==> config.mk <==
export PLATFORM = sky130hd
export DESIGN_NAME = fifo_read_ctrl
export DESIGN_NICKNAME = d
export VERILOG_FILES = /design/src/rtl/fifo_read_ctrl.sv
export SDC_FILE = /design/constraint.sdc
export NUM_CORES = 1
export LEC_CHECK = 0
export ABC_AREA = 1
export CAP_MARGIN = 20
export CORE_MARGIN = 2
export CORE_UTILIZATION = 52
export DETAILED_ROUTE_END_ITERATION = 16
export PLACE_DENSITY = 0.8
export SYNTH_ARGS = -nofsm -noshare
export SYNTH_HDL_FRONTEND = slang
export SYNTH_SLANG_ARGS = --single-unit
==> constraint.sdc <==
create_clock -name clk_b -period 2.2 [get_ports clk_b]
set_input_delay 0.44 -clock clk_b [delete_from_list [all_inputs] [get_ports clk_b]]
set_output_delay 0.44 -clock clk_b [all_outputs]
set_load 0.02 [all_outputs]
==> src/rtl/fifo_read_ctrl.sv <==
// Read-side controller for the dual-clock FIFO (clk_b domain): issues read strobes,
// captures returning words into a 2-entry buffer and re-presents them as a framed valid/ready stream.
module fifo_read_ctrl #(
  parameter int FIFO_WIDTH = 16,
  parameter int BURST_LEN  = 8
) (
  input  logic                  clk_b,
  input  logic                  rst_n,
  input  logic                  enable,
  input  logic                  fifo_empty,
  input  logic [FIFO_WIDTH-1:0] fifo_dout,
  output logic                  fifo_ren,
  output logic [FIFO_WIDTH-1:0] m_data,
  output logic                  m_valid,
  input  logic                  m_ready,
  output logic                  m_last,
  output logic                  busy
);

  localparam logic [15:0] LAST_BEAT = 16'(BURST_LEN - 1);

  logic [1:0]            r_occ;
  logic                  r_inflight;
  logic [15:0]           r_beat_cnt;
  logic [FIFO_WIDTH-1:0] r_head;
  logic [FIFO_WIDTH-1:0] r_second;

  logic                  w_pop;
  logic [1:0]            w_occ_after_pop;
  logic [2:0]            w_level;
  logic                  w_last_beat;

  assign m_valid     = (r_occ != 2'd0);
  assign m_data      = r_head;
  assign w_last_beat = (r_beat_cnt == LAST_BEAT);
  assign m_last      = m_valid && w_last_beat;
  assign busy        = r_inflight || m_valid;

  // A read is only issued when the word it returns next cycle is guaranteed a buffer slot.
  always_comb begin
    w_pop           = m_valid && m_ready;
    w_occ_after_pop = r_occ - {1'b0, w_pop};
    w_level         = {1'b0, w_occ_after_pop} + {2'b0, r_inflight};
    fifo_ren        = rst_n && enable && !fifo_empty && (w_level < 3'd2);
  end

  always_ff @(posedge clk_b) begin
    if (!rst_n) begin
      // NOTE: the buffer registers are reset too so m_data reads 0 out of reset, not stale data.
      r_occ      <= 2'd0;
      r_inflight <= 1'b0;
      r_beat_cnt <= 16'd0;
      r_head     <= '0;
      r_second   <= '0;
    end else begin
      r_inflight <= fifo_ren;
      r_occ      <= w_occ_after_pop + {1'b0, r_inflight};

      if (w_pop) begin
        r_head     <= r_second;
        r_beat_cnt <= w_last_beat ? 16'd0 : r_beat_cnt + 16'd1;
      end

      // NOTE: non-blocking assignments let the capture below override the pop shift into
      // r_head in the same cycle; the last assignment in program order wins.
      if (r_inflight) begin
        if (w_occ_after_pop == 2'd0) r_head <= fifo_dout;
        else                         r_second <= fifo_dout;
      end
    end
  end

endmodule

==> results of run 1 <==
-- logic make-up after synthesis --
| logic type | Yosys count | share of synthesized area (%) |
|---|---|---|
| compound gates | 59 | 14.3 |
| simple gates | 160 | 29.9 |
| xor+xnor | 7 | 2.72 |
| buf+inv | 34 | 6.21 |
| fa+ha+maj | 3 | 1.66 |
| flops | 51 | 45.2 |
-- critical path, stage by stage (launching register included) --
cell and delay [ps]:
dfxtp_2 350, nor2_4 140, nor2_4 50, nand2_2 70, o21ai_2 60, ha_2 180, inv_2 60, ha_4 120
nand2_2 50, nor3_2 140, buf_4 160
-- sequential cells by signal, indices dropped and copies added (netlist names) --
signal and cells:
m_data 16, r_inflight 1, r_second 16, r_beat_cnt 16, r_occ 2
-- cell type report --
type / count / area (um2)
Clock buffer: 7 / 86.3
Clock inverter: 1 / 8.76
Fill cell: 373 / 1200
Inverter: 20 / 75.1
Multi-Input combinational cell: 229 / 1130
Sequential cell: 51 / 1020
Tap cell: 50 / 62.6
Timing Repair Buffer: 53 / 497
-- power by group through the flow --
stage               clock [uW]  sequential [uW]  combinational (uW)
finish                     554              960                 222
floorplan                    0             1000                81.2
detailed placement           0              980                 214
CTS                        577              960                 215
global route               610              963                 241
global placement             0              980                 211
-- per-stage QoR --
stage                     utilization, %  cells  total power [uW]
after CTS                           69.6    410              1750
after global placement              67.3    402              1190
final                               70.6    411              1740
after global routing                70.6    411              1810
after floorplan                        -    314              1080
after detailed placement            67.3    402              1190
-- layer usage --
| metal | vias up | part of all wire [%] | global-route usage, % |
|---|---|---|---|
| li1 | 1107 | - | - |
| met1 | 988 | 44 | 25.4 |
| met2 | 38 | 50 | 38.4 |
| met3 | 5 | 4.0 | 5.48 |
| met4 | 0 | 1.2 | 7.69 |
| met5 | - | 0 | 0 |
-- layout by cell type (no fill, tap or decap), types with 2 or more instances in the layout --
cell type         n
nand2_1          64
nor2_1           60
dfxtp_1          49
clkdlybuf4s50_1  37
o21ai_0          33
a31oi_1          16
inv_1            14
nand3_1          13
buf_4            13
inv_2             6
nand2_2           6
clkbuf_8          6
a21oi_1           5
nor2_2            4
nor3_1            4
xor2_1            4
nor2_4            3
xnor2_1           3
a21oi_2           2
o21ai_1           2
nand4_1           2
dlygate4sd2_1     2
dfxtp_2           2
-- how the worst max path moves through the flow --
| stage | start | cells after the start | end |
|---|---|---|---|
| 2_1_floorplan | r_occ[0] | 10 | fifo_ren |
| 3_3_place_gp | m_ready | 11 | fifo_ren |
| 3_5_place_dp | m_ready | 11 | fifo_ren |
| 4_1_cts | r_occ[0] | 10 | fifo_ren |
| 5_1_grt | r_occ[0] | 10 | fifo_ren |
| 6_report | r_occ[1] | 10 | fifo_ren |
-- repair_timing --
item | CTS | global route
gates resized for setup | 10 | 10
pin swaps | 2 | 4
endpoints found under the setup margin | 2 | 1
buffers inserted | 0 | 1
==> results.json, run 1 <==
{
  "status": "finished, final reports clean",
  "power_frac_clock_pct": 31.9,
  "r2r_slack_ps": 580,
  "syn-cell-area_mm2": 0.00226,
  "cts_tree": "yes",
  "firstDrtPassIters": 4,
  "critPathKind": "flip-flop to output pin",
  "skew_ps": 5.93,
  "min_from": "m_data[14]",
  "synth_fp_nets": 338,
  "power_density_mw_per_mm2": 602,
  "avgSynthCellArea_um2": 7.19,
  "power.leakage_uw": 0.00111,
  "min_to": "m_data[14]",
  "die_w_um": 69.9,
  "clkSlewWorstSetupHoldPaths_ps": 90,
  "reg2reg_from": "r_occ[1]",
  "period_minus_slack_ps": 2110,
  "n_antenna_cell": 0,
  "p_sw_share_pct": 24.4,
  "yosysSeqAreaShare_pct": 45.2,
  "grt_pass1_vias": 2003,
  "io_pins": 41,
  "ant_nets": 0,
  "grt_max_degree": 40,
  "p_int_uw": 1310,
  "finalWorstSetupSlack_ps": 89.2,
  "drc": 0,
  "synth.top_cells.by_area": "dfxtp_1, nand2_1, nor2_1, o21ai_0, a31oi_1",
  "tightestPinTransition_ps": 601,
  "dp_slack_ps": -603,
  "synth_most_common_cell": "nand2_1",
  "setup_viol": 0,
  "crit_path_end_kind": "output pin",
  "whs_path_depth": 2,
  "ys_warn_count": 0,
  "max_cap_viol_count": 0,
  "synthCells": 314,
  "viasPerCell": 5.20,
  "max_slew_margin_pct": 59.9,
  "hold_viol": 0,
  "synth_common_cells": "nand2_1, nor2_1, dfxtp_1",
  "cts_hold_buffers": 0,
  "fmax_ghz": 0.474,
  "ys.flop_type": "dfxtp_1",
  "p_sw_uw": 423,
  "cts-root-buf": "clkbuf_8",
  "hold_path_class": "flip-flop to flip-flop",
  "cts_buffers": 5,
  "clock_latency_ps": 300,
  "vias": 2138,
  "dp_hpwl_mm": 3.55,
  "grt_antenna_before_repair": 0,
  "drive_gt1_share_pct": 13.6,
  "die_y_um": 69.9,
  "io_buffers": 40,
  "placed_area_mm2": 0.00275,
  "core_area_mm2": 0.00409,
  "power_frac_comb_pct": 12.8,
  "cp_max_fo": 2,
  "yosysUniqueCellTypes": 25,
  "fin_area_mm2": 0.00289,
  "post-route-period-util_pct": 95.9,
  "cts_buffer_depth": 2,
  "hold_ws_ps": 479,
  "drtIter0Drc": 47,
  "worstPathArrival_ps": 1670,
  "yosys.area.top_type_share_pct": 45.2,
  "gp_congestion": 0.824,
  "r2r_end": "r_second[7]",
  "wire_per_inst_um": 12.4,
  "synth_edf_count": 0,
  "clock-sinks": 51,
  "die_area_mm2": 0.00488,
  "syn2layout_area_growth_pct": 27.8,
  "grt_overflow_total": 0,
  "nets": 384,
  "ys_async_sr_fraction_pct": 0,
  "rows": 23,
  "synth-seq-cells": 51,
  "cts_max_level": 2,
  "totalWireLength_mm": 5.11,
  "grtUsageTotal_pct": 21.7,
  "critPathRequiredTime_ps": 1760,
  "worstSetupStartpointType": "flip-flop",
  "power_frac_seq_pct": 55.3,
  "ff2ff_path_depth": 6,
  "slew_viol_final": 0,
  "grt_pass1_wl_mm": 8.67,
  "synth_top_area_cell": "dfxtp_1",
  "ir_drop_mv": 0.448,
  "setup-tns-final_ps": 0,
  "initial_core_util_pct": 55.2
}
No activity file was read; power rests on OpenSTA's default activity.
==> inputs of run 2 (changes only) <==
--- a/config.mk
+++ b/config.mk
@@ -10,6 +10,7 @@
 export CORE_MARGIN = 2
 export CORE_UTILIZATION = 52
 export DETAILED_ROUTE_END_ITERATION = 16
+export MAX_ROUTING_LAYER = met4
 export PLACE_DENSITY = 0.8
 export SYNTH_ARGS = -nofsm -noshare
 export SYNTH_HDL_FRONTEND = slang
==> constraint.sdc (replaced) <==
create_clock -name clk_b -period 2.2 [get_ports clk_b]
set_input_delay 0.55 -clock clk_b [delete_from_list [all_inputs] [get_ports clk_b]]
set_output_delay 0.55 -clock clk_b [all_outputs]
set_load 0.02 [all_outputs]
==> results.json, run 2 (synthesis gave the netlist of run 1 again) <==
{
  "status": "finished with violations",
  "violations": "negative setup slack",
  "n_fill_cell": 333,
  "cp_max_fo": 3,
  "skew_ps": 8.36,
  "multi_input_area_mm2": 0.00114,
  "core_area_mm2": 0.00409,
  "initial_core_util_pct": 55.2,
  "finalWorstSetupSlack_ps": -53.9,
  "cts_hold_buffers": 0,
  "cts_tree": "yes",
  "vias": 2216,
  "path_common_cell": "buf_6",
  "hold_viol": 0,
  "critPathRequiredTime_ps": 1650,
  "syn2layout_area_growth_pct": 31.0,
  "clock_latency_ps": 310,
  "cts_buffers": 5,
  "final_cell_mix": "nand2_1, nor2_1, dfxtp_1, clkdlybuf4s50_1, o21ai_0",
  "rsz0062_at_grt": "yes",
  "cp_slowest_cell": "dfxtp_2",
  "rows": 23,
  "grt_overflow_total": 0,
  "fin_area_mm2": 0.00296,
  "worstPathArrival_ps": 1700,
  "max_cap_viol_count": 0,
  "max_slew_margin_pct": 59.7,
  "r2r_end": "r_second[9]",
  "fmax_ghz": 0.444,
  "dp_hpwl_mm": 3.62,
  "placed_area_mm2": 0.00281,
  "reg2reg_from": "r_occ[0]",
  "crit_path_end_kind": "output pin",
  "whs_path_depth": 2,
  "grt_pass1_wl_mm": 9.01,
  "slew_viol_final": 0,
  "viasPerCell": 5.29,
  "dp.cells": 409,
  "r2r_slack_ps": 450,
  "grtUsageTotal_pct": 22.9,
  "postLayoutCoreUtil_pct": 72.4,
  "drc": 0,
  "cts_max_level": 2,
  "cts_buffer_depth": 2,
  "clkSlewWorstSetupHoldPaths_ps": 100,
  "ff2ff_path_depth": 7,
  "period_minus_slack_ps": 2250,
  "drtIter0Drc": 84,
  "die_y_um": 69.9,
  "finalPower_uw": 1740,
  "setup_viol": 1,
  "tightestPinTransition_ps": 603,
  "firstDrtPassIters": 4,
  "totalWireLength_mm": 5.48,
  "die_w_um": 69.9,
  "power_density_mw_per_mm2": 590,
  "hold_path_class": "flip-flop to flip-flop",
  "grt_max_degree": 40,
  "nets": 392,
  "cts-root-buf": "clkbuf_8",
  "max_stage_delay_ps": 380,
  "drive_gt1_share_pct": 16.3,
  "hold_ws_ps": 473,
  "ir_drop_mv": 0.575,
  "final_common_cell": "nand2_1",
  "wire_per_inst_um": 13.1,
  "grt_antenna_before_repair": 0,
  "seq_area_mm2": 0.00102,
  "gp_congestion": 0.900,
  "n_antenna_cell": 0,
  "grt_pass1_vias": 2075,
  "post-route-period-util_pct": 102,
  "worstSetupStartpointType": "flip-flop",
  "ant_nets": 0,
  "min_from": "m_data[14]",
  "io_buffers": 40,
  "die_area_mm2": 0.00488,
  "io_pins": 41,
  "critPathKind": "flip-flop to output pin",
  "min_to": "m_data[14]",
  "worstPathCellList": "buf_6 > inv_4 > nand2_2 > o21ai_2 > ha_2 > inv_2 > ha_4 > nand2_4 > nor3_4 > buf_6",
  "power.leakage_uw": 0.00118,
  "clock-sinks": 51,
  "stdcell_count": 419
}
[run 2: cell count changes in the layout (fill, tap and decap cells not counted), sizes merged]
cell / change
buf: +8
clkdlybuf4s50: -2
dlygate4sd2: -2
dlymetal6s2s: +2
clkinv: +1
inv: +1
[run 2: worst max path at each step]
stage	start	endpoint	slack, ps	cells after the start
finish	r_occ[0]	fifo_ren	-50	10
global placement	m_ready	fifo_ren	-780	11
floorplan	m_ready	fifo_ren	40	10
CTS	m_ready	fifo_ren	-110	11
detailed placement	m_ready	fifo_ren	-840	11
global route	r_occ[1]	fifo_ren	-120	10
[run 2: critical path: cells and delay by family, from the launching register on]
| family | cells | cell delay, ps |
|---|---|---|
| AOI/OAI and AO/OA | 1 | 50 |
| adders and majority gates | 2 | 310 |
| buffers and inverters | 4 | 360 |
| DFF | 1 | 380 |
| and+or+nand+nor | 3 | 290 |
[run 2: cell type report]
| class | count | share of cell area (%) |
|---|---|---|
| clock buffer | 5 | 2.33 |
| clock inverter | 3 | 0.762 |
| inverter | 20 | 2.62 |
| multi-input combinational | 229 | 38.7 |
| sequential | 51 | 34.6 |
| tap | 50 | 2.12 |
| timing repair buffer | 61 | 18.9 |
[run 2: what timing repair did]
item,in CTS,in global routing
endpoints found under the setup margin,2,4
hold endpoints to repair,0,0
pin swaps,1,3
gates resized for setup,12,17
setup buffers,0,2
[run 2: metal layers]
metal  wire (um)  global-route usage (%)  share of wire (%)  vias up
met5           0                       -                  0        -
met4         114                    6.20                2.1        0
met2        2680                    38.6                 49       64
li1            -                       -                  -     1122
met1        2410                    28.1                 44     1015
met3         278                    4.62                5.1       15
[run 2: metrics by stage]
| stage | setup slack (ps) | setup TNS (ps) |
|---|---|---|
| 2_1_floorplan | 36.1 | 0 |
| 3_3_place_gp | -779 | -1360 |
| 3_5_place_dp | -839 | -1780 |
| 4_1_cts | -110 | -110 |
| 5_1_grt | -116 | -116 |
| 6_report | -53.9 | -53.9 |
[run 2: power breakdown]
| part | internal, uW | switching [uW] |
|---|---|---|
| Combinational | 112 | 118 |
| Clock | 228 | 325 |
| Sequential | 947 | 13.9 |
==> inputs of run 3 (changes only) <==
--- a/config.mk
+++ b/config.mk
@@ -10,6 +10,7 @@
 export CORE_MARGIN = 2
 export CORE_UTILIZATION = 52
 export DETAILED_ROUTE_END_ITERATION = 16
+export GPL_TIMING_DRIVEN = 0
 export MAX_ROUTING_LAYER = met4
 export PLACE_DENSITY = 0.8
 export SYNTH_ARGS = -nofsm -noshare
==> results.json, run 3 (synthesis gave the netlist of run 1 again) <==
{
  "max_stage_delay_ps": 180,
  "crit_start": "m_ready",
  "die_area_mm2": 0.00488,
  "firstDrtPassIters": 4,
  "power.leakage_uw": 0.00114,
  "worstSetupStartpointType": "input pin",
  "postLayoutCoreUtil_pct": 71.5,
  "grtUsageTotal_pct": 25.3,
  "reg2reg_from": "r_occ[1]",
  "n_antenna_cell": 0,
  "grt_pass1_wl_mm": 9.76,
  "clock-sinks": 51,
  "max_slew_margin_pct": 61.9,
  "cts_buffer_depth": 2,
  "r2r_slack_ps": 620,
  "worstPathCellList": "buf_2 > inv_2 > nor2_4 > nand2_4 > buf_4 > nand2_1 > ha_4 > nand2_4 > nor3_4 > buf_6",
  "clock_latency_ps": 310,
  "setup-tns-final_ps": -75.1,
  "drc": 0,
  "grt_antenna_before_repair": 0,
  "hold_ws_ps": 485,
  "io_pins": 41,
  "post-route-period-util_pct": 103,
  "clkSlewWorstSetupHoldPaths_ps": 90,
  "ant_nets": 0,
  "skew_ps": 9.42,
  "io_buffers": 40,
  "fmax_ghz": 0.440,
  "cp_slowest_cell": "nor3_4",
  "violations": "negative setup slack",
  "finalPower_uw": 1750,
  "n_fill_cell": 352,
  "status": "finished with violations",
  "drive_gt1_share_pct": 14.1,
  "crit_path_end_kind": "output pin",
  "syn2layout_area_growth_pct": 29.4,
  "grt_pass1_vias": 2224,
  "cts_buffers": 5,
  "core_area_mm2": 0.00409,
  "initial_core_util_pct": 55.2,
  "vias": 2233,
  "grt_max_degree": 18,
  "cts-root-buf": "clkbuf_8",
  "path_common_cell": "nand2_4",
  "dp.cells": 404,
  "cts_tree": "yes",
  "max_cap_viol_count": 0,
  "finalWorstSetupSlack_ps": -75.1,
  "dp_hpwl_mm": 3.82,
  "min_from": "m_data[14]",
  "rows": 23,
  "cts_max_level": 2,
  "cp_max_fo": 4,
  "slew_viol_final": 0,
  "worstPathArrival_ps": 1730,
  "rsz0062_at_grt": "yes",
  "hold_path_class": "flip-flop to flip-flop",
  "totalWireLength_mm": 5.64,
  "stdcell_count": 419,
  "ir_drop_mv": 0.507,
  "critPathRequiredTime_ps": 1650,
  "drtIter0Drc": 110,
  "setup_viol": 1,
  "hold_viol": 0,
  "tightestPinTransition_ps": 572,
  "period_minus_slack_ps": 2280,
  "die_w_um": 69.9,
  "final_cell_mix": "nand2_1, nor2_1, dfxtp_1, clkdlybuf4s50_1, o21ai_0",
  "final_common_cell": "nand2_1",
  "viasPerCell": 5.33,
  "nets": 392,
  "grt_overflow_total": 0,
  "critPathKind": "input pin to output pin",
  "gp_congestion": 0.830,
  "wire_per_inst_um": 13.5,
  "power_density_mw_per_mm2": 598,
  "die_y_um": 69.9
}
[run 3: cell count changes in the layout (fill, tap and decap cells not counted), moves of 2 or more]
cell / before / now
dfxtp_4: 0 / 2
buf_2: 0 / 4
buf_4: 20 / 10
dfxtp_2: 2 / 0
clkbuf_1: 0 / 8
[run 3: routing by layer]
layer	routed length (um)	share of wire (%)	track usage, %
met1	2370	42	29.4
met2	2870	51	43.7
met3	292	5.2	4.18
met4	104	1.8	9.83
met5	0	0	-
[run 3: what timing repair did]
item                                    in CTS  in global routing
resized for setup                           27                  5
pin swaps                                    2                  3
hold buffers                                 0                  0
buffers inserted                             5                  3
endpoints found under the setup margin       2                  2
[run 3: final cells by class]
| cell class | instances | area (um2) | share of cell area, % |
|---|---|---|---|
| flip-flops and latches | 51 | 1030 | 35.2 |
| clock buffers | 5 | 68.8 | 2.36 |
| repair buffers | 48 | 454 | 15.6 |
| multi-input cells | 229 | 1150 | 39.3 |
| well taps | 50 | 62.6 | 2.14 |
| inverters | 20 | 75.1 | 2.57 |
| clock inverters | 3 | 22.5 | 0.771 |
| plain buffers | 13 | 60.1 | 2.06 |
[run 3: per-stage QoR]
step / instance area [um2] / setup slack [ps]
floorplan: 2270 / 36.1
global placement: 2730 / -1180
detailed placement: 2730 / -1200
CTS: 2900 / -75.9
global route: 2920 / -140
finish: 2920 / -75.1
[run 3: final timing paths]
check / endpoint / cells past startpoint
worst max-delay path: fifo_ren / 10
worst min-delay path: m_data[14] / 2
worst max register to register: m_data[6] / 7
worst min register to register: m_data[14] / 2
[run 3: worst max-delay path, delay by kind of cell]
kind                       cells  cell delay [ps]
buffers and inverters          4              480
and+or+nand+nor                5              550
adders and majority gates      1              150
[run 3: report_power, final]
group / total [uW] / internal [uW] / switching, uW
sequential: 960 / 945 / 15.1
combinational: 230 / 108 / 122
clock: 555 / 228 / 327
